## src/rtl/sram_axi_bridge_pkg.sv

```systemverilog
// Shared definitions for the SRAM-to-AXI3 bridge: transaction IDs, FSM
// state encodings, fixed AXI attributes and the word-match helper used by
// the read-after-write hazard check.
package sram_axi_bridge_pkg;

  localparam logic [3:0] ID_INST   = 4'd0;
  localparam logic [3:0] ID_DATA   = 4'd1;

  // Single-beat INCR transfers with normal, non-cacheable attributes.
  localparam logic [7:0] AXI_LEN   = 8'd0;
  localparam logic [1:0] AXI_BURST = 2'b01;
  localparam logic [1:0] AXI_LOCK  = 2'b00;
  localparam logic [3:0] AXI_CACHE = 4'd0;
  localparam logic [2:0] AXI_PROT  = 3'd0;

  typedef enum logic {
    RD_IDLE = 1'b0,
    RD_ADDR = 1'b1
  } rd_state_e;

  typedef enum logic [1:0] {
    WR_IDLE = 2'd0,
    WR_SEND = 2'd1,
    WR_RESP = 2'd2
  } wr_state_e;

  // Two byte addresses hit the same 32-bit word (callers pass addr[31:2]).
  function automatic logic same_word(input logic [29:0] a, input logic [29:0] b);
    return a == b;
  endfunction

endpackage

```

## src/rtl/sram_axi_bridge_wr_ch.sv

```systemverilog
// Write channel sequencer of the SRAM-to-AXI3 bridge. Issues one single-beat
// write at a time: AW and W are raised together and each drops on its own
// handshake; the B response then returns the FSM to idle. Busy state and the
// pending address are exported for the read-after-write hazard check.
module sram_axi_bridge_wr_ch
  import sram_axi_bridge_pkg::*;
(
  input  logic        clk,
  input  logic        reset,
  input  logic        start_i,
  input  logic [31:0] addr_i,
  input  logic [1:0]  size_i,
  input  logic [3:0]  wstrb_i,
  input  logic [31:0] wdata_i,
  input  logic        awready_i,
  input  logic        wready_i,
  input  logic        bvalid_i,
  output logic        awvalid_o,
  output logic [31:0] awaddr_o,
  output logic [2:0]  awsize_o,
  output logic        wvalid_o,
  output logic [31:0] wdata_o,
  output logic [3:0]  wstrb_o,
  output logic        busy_o,
  output logic        resp_o
);

  wr_state_e   state_q;
  logic        aw_done_q, w_done_q;
  logic        awvalid_q, wvalid_q;
  logic [31:0] addr_q, wdata_q;
  logic [1:0]  size_q;
  logic [3:0]  wstrb_q;

  logic aw_hs, w_hs, aw_fin, w_fin;

  assign aw_hs  = awvalid_q && awready_i;
  assign w_hs   = wvalid_q && wready_i;
  assign aw_fin = aw_done_q || aw_hs;
  assign w_fin  = w_done_q || w_hs;

  // Write FSM: latch the request, drive AW/W until both handshake, await B.
  always_ff @(posedge clk) begin
    if (reset) begin
      // NOTE: sequential state uses <= so every register sees pre-edge values;
      // a blocking = here would make later reads in this block see new values.
      state_q   <= WR_IDLE;
      aw_done_q <= 1'b0;
      w_done_q  <= 1'b0;
      awvalid_q <= 1'b0;
      wvalid_q  <= 1'b0;
      addr_q    <= '0;
      size_q    <= '0;
      wstrb_q   <= '0;
      wdata_q   <= '0;
    end else begin
      case (state_q)
        WR_IDLE: begin
          if (start_i) begin
            addr_q    <= addr_i;
            size_q    <= size_i;
            wstrb_q   <= wstrb_i;
            wdata_q   <= wdata_i;
            awvalid_q <= 1'b1;
            wvalid_q  <= 1'b1;
            state_q   <= WR_SEND;
          end
        end
        WR_SEND: begin
          if (aw_hs) begin
            awvalid_q <= 1'b0;
            aw_done_q <= 1'b1;
          end
          if (w_hs) begin
            wvalid_q <= 1'b0;
            w_done_q <= 1'b1;
          end
          // The flag clears below override the sets above in the exit cycle.
          if (aw_fin && w_fin) begin
            aw_done_q <= 1'b0;
            w_done_q  <= 1'b0;
            state_q   <= WR_RESP;
          end
        end
        WR_RESP: begin
          if (bvalid_i) state_q <= WR_IDLE;
        end
        default: state_q <= WR_IDLE;
      endcase
    end
  end

  assign awvalid_o = awvalid_q;
  assign awaddr_o  = addr_q;
  assign awsize_o  = {1'b0, size_q};
  assign wvalid_o  = wvalid_q;
  assign wdata_o   = wdata_q;
  assign wstrb_o   = wstrb_q;
  assign busy_o    = (state_q != WR_IDLE);
  assign resp_o    = (state_q == WR_RESP);

endmodule

```

## src/rtl/sram_axi_bridge.sv

```systemverilog
// Bridges the CPU's instruction and data SRAM-like ports onto one AXI3
// master. Reads share the AR channel (data has priority), writes are
// sequenced by sram_axi_bridge_wr_ch, and R/B responses are routed back by ID.
// Each SRAM port keeps at most one transaction outstanding.
// Build option BRIDGE_RAW_ADDR_CHECK_EN: reads stall only when their word
// address matches the pending write; otherwise any pending write stalls reads.
module sram_axi_bridge
  import sram_axi_bridge_pkg::*;
(
  input  logic        clk,
  input  logic        reset,
  // instruction fetch port
  input  logic        inst_sram_req,
  input  logic        inst_sram_wr,
  input  logic [1:0]  inst_sram_size,
  input  logic [31:0] inst_sram_addr,
  input  logic [3:0]  inst_sram_wstrb,
  input  logic [31:0] inst_sram_wdata,
  output logic        inst_sram_addr_ok,
  output logic        inst_sram_data_ok,
  output logic [31:0] inst_sram_rdata,
  // data load/store port
  input  logic        data_sram_req,
  input  logic        data_sram_wr,
  input  logic [1:0]  data_sram_size,
  input  logic [31:0] data_sram_addr,
  input  logic [3:0]  data_sram_wstrb,
  input  logic [31:0] data_sram_wdata,
  output logic        data_sram_addr_ok,
  output logic        data_sram_data_ok,
  output logic [31:0] data_sram_rdata,
  // AXI read address
  output logic [3:0]  arid,
  output logic [31:0] araddr,
  output logic [7:0]  arlen,
  output logic [2:0]  arsize,
  output logic [1:0]  arburst,
  output logic [1:0]  arlock,
  output logic [3:0]  arcache,
  output logic [2:0]  arprot,
  output logic        arvalid,
  input  logic        arready,
  // AXI read data
  input  logic [3:0]  rid,
  input  logic [31:0] rdata,
  input  logic [1:0]  rresp,
  input  logic        rlast,
  input  logic        rvalid,
  output logic        rready,
  // AXI write address
  output logic [3:0]  awid,
  output logic [31:0] awaddr,
  output logic [7:0]  awlen,
  output logic [2:0]  awsize,
  output logic [1:0]  awburst,
  output logic [1:0]  awlock,
  output logic [3:0]  awcache,
  output logic [2:0]  awprot,
  output logic        awvalid,
  input  logic        awready,
  // AXI write data
  output logic [3:0]  wid,
  output logic [31:0] wdata,
  output logic [3:0]  wstrb,
  output logic        wlast,
  output logic        wvalid,
  input  logic        wready,
  // AXI write response
  input  logic [3:0]  bid,
  input  logic [1:0]  bresp,
  input  logic        bvalid,
  output logic        bready
);

  rd_state_e   rd_state_q;
  logic        arvalid_q;
  logic [31:0] araddr_q;
  logic [1:0]  arsize_q;
  logic [3:0]  arid_q;
  logic        inst_busy_q, data_busy_q;

  logic wr_busy, wr_resp;
  logic inst_hazard, data_hazard;
  logic data_rd_go, inst_rd_go, data_wr_go;

`ifdef BRIDGE_RAW_ADDR_CHECK_EN
  assign inst_hazard = wr_busy && same_word(inst_sram_addr[31:2], awaddr[31:2]);
  assign data_hazard = wr_busy && same_word(data_sram_addr[31:2], awaddr[31:2]);
`else
  assign inst_hazard = wr_busy;
  assign data_hazard = wr_busy;
`endif

  // Data reads win arbitration; writes need an idle data port and write FSM.
  assign data_rd_go = (rd_state_q == RD_IDLE) && data_sram_req && !data_sram_wr
                      && !data_busy_q && !data_hazard;
  assign inst_rd_go = (rd_state_q == RD_IDLE) && inst_sram_req && !inst_busy_q
                      && !inst_hazard && !data_rd_go;
  assign data_wr_go = data_sram_req && data_sram_wr && !data_busy_q && !wr_busy;

  assign inst_sram_addr_ok = inst_rd_go;
  assign data_sram_addr_ok = data_rd_go || data_wr_go;

  assign inst_sram_data_ok = rvalid && (rid == ID_INST);
  assign data_sram_data_ok = (rvalid && (rid == ID_DATA)) || (bvalid && wr_resp);
  assign inst_sram_rdata   = rdata;
  assign data_sram_rdata   = rdata;

  // Read FSM: register the winning request and hold AR stable until arready.
  always_ff @(posedge clk) begin
    if (reset) begin
      rd_state_q <= RD_IDLE;
      arvalid_q  <= 1'b0;
      araddr_q   <= '0;
      arsize_q   <= '0;
      arid_q     <= '0;
    end else begin
      case (rd_state_q)
        RD_IDLE: begin
          if (data_rd_go) begin
            araddr_q   <= data_sram_addr;
            arsize_q   <= data_sram_size;
            arid_q     <= ID_DATA;
            arvalid_q  <= 1'b1;
            rd_state_q <= RD_ADDR;
          end else if (inst_rd_go) begin
            araddr_q   <= inst_sram_addr;
            arsize_q   <= inst_sram_size;
            arid_q     <= ID_INST;
            arvalid_q  <= 1'b1;
            rd_state_q <= RD_ADDR;
          end
        end
        RD_ADDR: begin
          if (arready) begin
            arvalid_q  <= 1'b0;
            rd_state_q <= RD_IDLE;
          end
        end
        default: rd_state_q <= RD_IDLE;
      endcase
    end
  end

  // Per-port outstanding flags: set on acceptance, cleared on data_ok.
  always_ff @(posedge clk) begin
    if (reset) begin
      inst_busy_q <= 1'b0;
      data_busy_q <= 1'b0;
    end else begin
      if (inst_rd_go)             inst_busy_q <= 1'b1;
      else if (inst_sram_data_ok) inst_busy_q <= 1'b0;
      if (data_rd_go || data_wr_go) data_busy_q <= 1'b1;
      else if (data_sram_data_ok)   data_busy_q <= 1'b0;
    end
  end

  sram_axi_bridge_wr_ch u_wr_ch (
    .clk       (clk),
    .reset     (reset),
    .start_i   (data_wr_go),
    .addr_i    (data_sram_addr),
    .size_i    (data_sram_size),
    .wstrb_i   (data_sram_wstrb),
    .wdata_i   (data_sram_wdata),
    .awready_i (awready),
    .wready_i  (wready),
    .bvalid_i  (bvalid),
    .awvalid_o (awvalid),
    .awaddr_o  (awaddr),
    .awsize_o  (awsize),
    .wvalid_o  (wvalid),
    .wdata_o   (wdata),
    .wstrb_o   (wstrb),
    .busy_o    (wr_busy),
    .resp_o    (wr_resp)
  );

  assign arid    = arid_q;
  assign araddr  = araddr_q;
  assign arsize  = {1'b0, arsize_q};
  assign arvalid = arvalid_q;
  assign arlen   = AXI_LEN;
  assign arburst = AXI_BURST;
  assign arlock  = AXI_LOCK;
  assign arcache = AXI_CACHE;
  assign arprot  = AXI_PROT;
  assign rready  = 1'b1;

  assign awid    = ID_DATA;
  assign awlen   = AXI_LEN;
  assign awburst = AXI_BURST;
  assign awlock  = AXI_LOCK;
  assign awcache = AXI_CACHE;
  assign awprot  = AXI_PROT;
  assign wid     = ID_DATA;
  assign wlast   = 1'b1;
  assign bready  = 1'b1;

  // Inputs the bridge deliberately ignores (fetch port never writes, single
  // beat transfers, responses routed by rid / write FSM state only).
  logic unused_ok;
  assign unused_ok = ^{inst_sram_wr, inst_sram_wstrb, inst_sram_wdata,
                       rresp, rlast, bid, bresp};

endmodule

```

## config.mk

```make
export PLATFORM = sky130hd
export DESIGN_NAME = sram_axi_bridge
export DESIGN_NICKNAME = d
export VERILOG_FILES = /design/src/rtl/sram_axi_bridge_pkg.sv /design/src/rtl/sram_axi_bridge_wr_ch.sv /design/src/rtl/sram_axi_bridge.sv
export SDC_FILE = /design/constraint.sdc
export NUM_CORES = 1
export LEC_CHECK = 0
export BUFFER_PORTS_ARGS = -buffer_cell sky130_fd_sc_hd__buf_2
export CAP_MARGIN = 40
export CORE_AREA = 2 2 167 169
export CTS_BUF_LIST = sky130_fd_sc_hd__clkbuf_8
export CTS_CLUSTER_DIAMETER = 60
export DETAILED_ROUTE_END_ITERATION = 8
export DIE_AREA = 0 0 169 171
export PLACE_DENSITY = 0.53
export SYNTH_ARGS = -nofsm -noshare
export SYNTH_HDL_FRONTEND = slang
export SYNTH_HIERARCHICAL = 1
export SYNTH_SLANG_ARGS = --single-unit
```

## constraint.sdc

```tcl
create_clock -name clk -period 4.01 [get_ports clk]
set_clock_uncertainty 0.15 [all_clocks]
set_input_delay 0.401 -clock clk [delete_from_list [all_inputs] [get_ports clk]]
set_output_delay 0.401 -clock clk [all_outputs]
set_load 0.02 [all_outputs]
```

== After elaboration in Yosys (flattened, before gate mapping) ==
Index checks and enable logic that the tools add are counted.

* Bits of input ports: 196
* Output and inout port bits: 230
* Register bits after elaboration: 118

* Equality and inequality tests: 10
* Multiplexer cells: 31
* Reductions and logical operators: 43
* Bitwise operators: 1

{| class="wikitable"
|+ Operator list
! cell !! number
|-
| 2-to-1 mux 32 bit || 2
|-
| logical AND 1 bit || 17
|-
| 2-to-1 mux 1 bit || 17
|-
| nonzero test 2 bit || 7
|-
| 2-to-1 mux 2 bit || 5
|-
| AND reduction 2 bit || 5
|-
| AND reduction 3 bit || 3
|-
| 2-to-1 mux 4 bit || 2
|-
| one-hot mux 1 bit (2 select lines) || 4
|-
| inequality test 2 x 1 -> 1 bit (second input constant) || 3
|-
| inequality test 2 bit (second input constant) || 3
|-
| one-hot mux 2 bit (3 select lines) || 1
|-
| zero test 1 bit || 5
|-
| == test 4 x 1 -> 1 bit (second input constant) || 1
|-
| zero test 4 bit || 1
|-
| logical OR 1 bit || 4
|-
| inequality test 3 bit (second input constant) || 1
|-
| == test 2 x 1 -> 1 bit (second input constant) || 1
|-
| == test 2 bit (second input constant) || 1
|-
| zero test 2 bit || 1
|-
| inverter 1 bit || 1
|}

== Depth between registers and ports, before layout ==
* Depth after elaboration: 10
* Mapped depth: 10

== Cells and area by module ==
Netlist, hierarchy kept.

{| class="wikitable"
|+ By module, submodules not included
! module !! area each (um^2) !! times used !! seq. area each (um^2) !! cells an instance
|-
| sram_axi_bridge || 2855.2 || 1 || 780.7 || 344
|-
| sram_axi_bridge_wr_ch || 2707.6 || 1 || 1521.5 || 334
|}

== Worst setup path before layout ==
No wires, ideal clock.

* Kind: reg-to-reg
* From: reg u_wr_ch.state_q[1]
* To: reg u_wr_ch.addr_q[0] (netlist: u_wr_ch/awaddr_o[0])
* Arrival: 2200 ps
* Stages on the path, launching flop included: 11
* Required time: 3728 ps
* Clock period less this slack: 2482 ps
* Slack: 1528 ps
* Library setup time: 132 ps
* Cells stage by stage: dfxtp_1 > or2_2 > or3b_1 > buf_2 > clkbuf_1 > nor2_1 > or3b_1 > buf_6 > buf_6 > nand2_1 > a21oi_1

* Longest elaborated chain between the ends: 4
* Elaborated cells on any way between the ends: 5
* Classes of those cells: reduce/logical (5)

{| class="wikitable"
|+ RTL lines
! what !! line !! text
|-
| from (decl) || sram_axi_bridge_wr_ch.sv:28 || <nowiki>wr_state_e state_q;</nowiki>
|-
| from (signal assigned) || sram_axi_bridge_wr_ch.sv:47 || <nowiki>state_q <= WR_IDLE;</nowiki>
|-
| from (signal assigned) || sram_axi_bridge_wr_ch.sv:66 || <nowiki>state_q <= WR_SEND;</nowiki>
|-
| from (signal assigned) || sram_axi_bridge_wr_ch.sv:82 || <nowiki>state_q <= WR_RESP;</nowiki>
|-
| nonzero test 2 bit || sram_axi_bridge_wr_ch.sv:99 || <nowiki>assign busy_o = (state_q != WR_IDLE);</nowiki>
|-
| via data_hazard || sram_axi_bridge.sv:83 || <nowiki>logic inst_hazard, data_hazard;</nowiki>
|-
| zero test 1 bit || sram_axi_bridge.sv:99 || <nowiki>assign data_wr_go = data_sram_req && data_sram_wr && !data_busy_q && !wr_busy;</nowiki>
|-
| logical AND 1 bit || sram_axi_bridge.sv:99 ||
|-
| via data_wr_go || sram_axi_bridge.sv:84 || <nowiki>logic data_rd_go, inst_rd_go, data_wr_go;</nowiki>
|-
| AND reduction 2 bit (no source line) || - ||
|-
| to (signal assigned) || sram_axi_bridge_wr_ch.sv:60 || <nowiki>addr_q <= addr_i;</nowiki>
|-
| to (decl) || sram_axi_bridge_wr_ch.sv:31 || <nowiki>logic [31:0] addr_q, wdata_q;</nowiki>
|}

The timed path passes the listed nets, and every way through them passes these cells.
A chain may end at the register's enable or synchronous reset.

== Worst setup path after layout ==
* From: reg u_wr_ch.state_q[1]
* To: out inst_sram_addr_ok

* Longest elaborated chain between the ends: 5
* Elaborated cells on any way between the ends: 6
* Classes of those cells: reduce/logical (6)

{| class="wikitable"
|+ RTL lines
! what !! line !! text
|-
| nonzero test 2 bit (*) || sram_axi_bridge_wr_ch.sv:99 ||
|-
| via data_hazard || sram_axi_bridge.sv:83 ||
|-
| zero test 1 bit (*) || sram_axi_bridge.sv:96, sram_axi_bridge.sv:98 ||
|-
| logical AND 1 bit || sram_axi_bridge.sv:96 || <nowiki>&& !data_busy_q && !data_hazard;</nowiki>
|-
| zero test 1 bit || sram_axi_bridge.sv:98 || <nowiki>&& !inst_hazard && !data_rd_go;</nowiki>
|-
| logical AND 1 bit (*) || sram_axi_bridge.sv:98 ||
|-
| to (decl) || sram_axi_bridge.sv:19 || <nowiki>output logic inst_sram_addr_ok,</nowiki>
|}

The timed path passes the listed nets; every way through them passes the cells marked *.

==> run metrics <==
Worst-Skew Late Latency 0.43 ns; 1st-iter DRT viols 184; Worst slew margin 46.5%; Ant. Diodes 0; Critical R2R Capture araddr[29]; VDD IR-drop max 0.155 mV; Die X-Extent 169 µm; r2r setup slk 1.05 ns; multi-input logic area 2270 µm²; synth cell count leaders nand2_1 (213), buf_4 (118), dfxtp_1 (115); initial core utilization 20.4%; final period utilization 76.4%; fraction of registers with async set/reset 0%; status finished clean; Setup crit start kind register; pin count of the biggest net entering global routing 65; hold buffers post-CTS 0; clk buf depth 2; crit path max fanout 35; CTS Sinks 115; Util after Layout 24.5%; overall routing resource usage 11.7%; Setup Crit Path Kind reg2out; Final Hold Viols 0; die area 28,900 µm²; Yosys Warn Count 6; max incr delay on CP 0.50 ns; Mapped Area 5560 µm²; fillers 3,077; Routed WL per cell 14.7 µm; row cnt 61; 1st-pass router iterations 4; worst hold path type in2reg; sequential fraction of the synthesis area 41.4%; CTS buffer count 17; Power Dens Cells 455 nW/µm²; Total Nets Final 1,018; Post-DRT Antenna Nets 0; worst hold start data_sram_wdata[18]; Synth area leaders dfxtp_1 (41%), buf_4 (16%), nand2_1 (14%); Min-Delay Path Depth 3; Final Wtd Congestion 0.701; clock slew at reported path FFs 0.08 ns; top cell type's share of synthesized area 41.4%; IO buf count 229; Top Ports 426; critical-path cell list or2_2 > or3b_2 > buf_4 > o21ai_0 > inv_1 > buf_2; Worst Hold End u_wr_ch/wdata_o[18]; initial antenna violation count 0; setup bufs post-CTS 0; layout cells sized above 1 36.6%; Tightest Pin Transition 0.802 ns; # setup viols final 0; Area Growth Syn to Fin 20.1%; Reg area 2300 µm²; Post-synth EDFFs 0; die outline height 171 µm; post-synthesis cell type count 30; # H-tree levels 4; CTS root buffer clkbuf_8; Slew Limit Fails 0; Setup TNS 0 ns; vias in the first global route 4,458; Hold Slack 0.0547 ns; top-count cell post-synth nand2_1; Synth area leader dfxtp_1; Worst R2R Path Depth 6; total gr overflow 0; Leak 2.95 nW; Avg Vias per Cell 4.09; Residual DRC 0; final worst slack 0.948 ns; hpwl dp 12.2 mm; slowest CP cell or3b_2; Core Region 27,300 µm²; Mapped Avg Cell Area 8.20 µm²; DR vias 4,822; CP required 3.46 ns; CTS tree yes; RSZ-0062 raised after global routing no; worst slack, placed 1.04 ns; final WL 17.4 mm; global-route wire length before repair 25.8 mm; Power, Total 0.00304 W; Critical R2R Launch u_wr_ch/state_q[1]; Fmax 327 MHz; post-synthesis register bit count 115; Max Cap Violations 0; Mapped Cells 678; Critical Path End Type output pin; crit path time final 3.06 ns; ys flop type dfxtp_1; post-cts sizing count 0; crit path DAT 2.51 ns
[cell usage in the layout (no fill, tap or decap), types with 4 or more instances in the layout]
cell,count
buf_2,228
nand2_1,213
o21ai_0,4
a31oi_1,4
dfxtp_1,115
inv_1,7
a311oi_1,7
a21oi_1,77
clkbuf_8,18
nor3_1,36
clkinv_2,5
buf_4,7
conb_1,54
a311oi_2,27
nor2_1,4
[where the power goes]
part	internal (W)	total, W	leakage [nW]	switching (W)
clock	0.000554	0.00106	0.202	0.000509
sequential	0.00124	0.00129	0.940	0.0000510
combinational	0.000229	0.000688	1.80	0.000459
total	0.00202	0.00304	2.95	0.00102
[registers in the layout, indices dropped and copies added, names as in the netlist]
register,flops
araddr,32
u_wr_ch/awaddr_o,32
u_wr_ch/wdata_o,32
u_wr_ch/wstrb_o,4
arsize_q,2
u_wr_ch/size_q,2
u_wr_ch/state_q,2
arid,1
arvalid,1
data_busy_q,1
inst_busy_q,1
rd_state_q,1
u_wr_ch/aw_done_q,1
u_wr_ch/awvalid_o,1
u_wr_ch/w_done_q,1
u_wr_ch/wvalid_o,1
[final cells by class]
type / count / share of cell area, %
flip-flops and latches: 115 / 34.5
multi-input cells: 445 / 33.9
repair buffers: 239 / 19.4
well taps: 346 / 6.48
clock buffers: 18 / 3.71
clock inverters: 13 / 1.82
inverters: 4 / 0.225
[through the flow]
stage | instance area (µm²) | instances
after floorplan | 5750 | 729
after global placement | 6230 | 1146
after detailed placement | 6310 | 1149
after CTS | 6680 | 1180
after global routing | 6680 | 1180
final | 6680 | 1180
[routing by layer]
layer | GRT usage [%] | routed length, µm
met2 | 19.4 | 8340
met4 | 5.09 | 403
met1 | 13.7 | 7280
met5 | 0 | 0
met3 | 4.12 | 1340
[kinds of logic (layout without fill, tap and decap cells)]
kind of cell	count (synthesis)	count (layout)	synth area share (%)
simple gates	269	269	20.3
buf+inv	169	274	21.5
compound gates	122	122	16.6
flops	115	115	41.4
other cells	3	54	0.202
[critical path, delay by kind of cell (launching register included)]
kind / cells / cell delay [ns]
simple gates: 2 / 0.87
buf+inv: 3 / 0.55
compound gates: 1 / 0.29
flops: 1 / 0.37
[how the worst max path moves through the flow]
stage	to	start	depth (start not counted)	slack (ns)
global route	inst_sram_addr_ok	u_wr_ch/state_q[1]	6	0.77
finish	inst_sram_addr_ok	u_wr_ch/state_q[1]	6	0.95
CTS	inst_sram_addr_ok	u_wr_ch/state_q[1]	6	0.88
detailed placement	araddr[29]	u_wr_ch/state_q[1]	6	1.04
floorplan	u_wr_ch/awaddr_o[0]	u_wr_ch/state_q[1]	10	1.53
global placement	araddr[29]	u_wr_ch/state_q[1]	6	1.07
No activity file was read; power rests on OpenSTA's default activity.
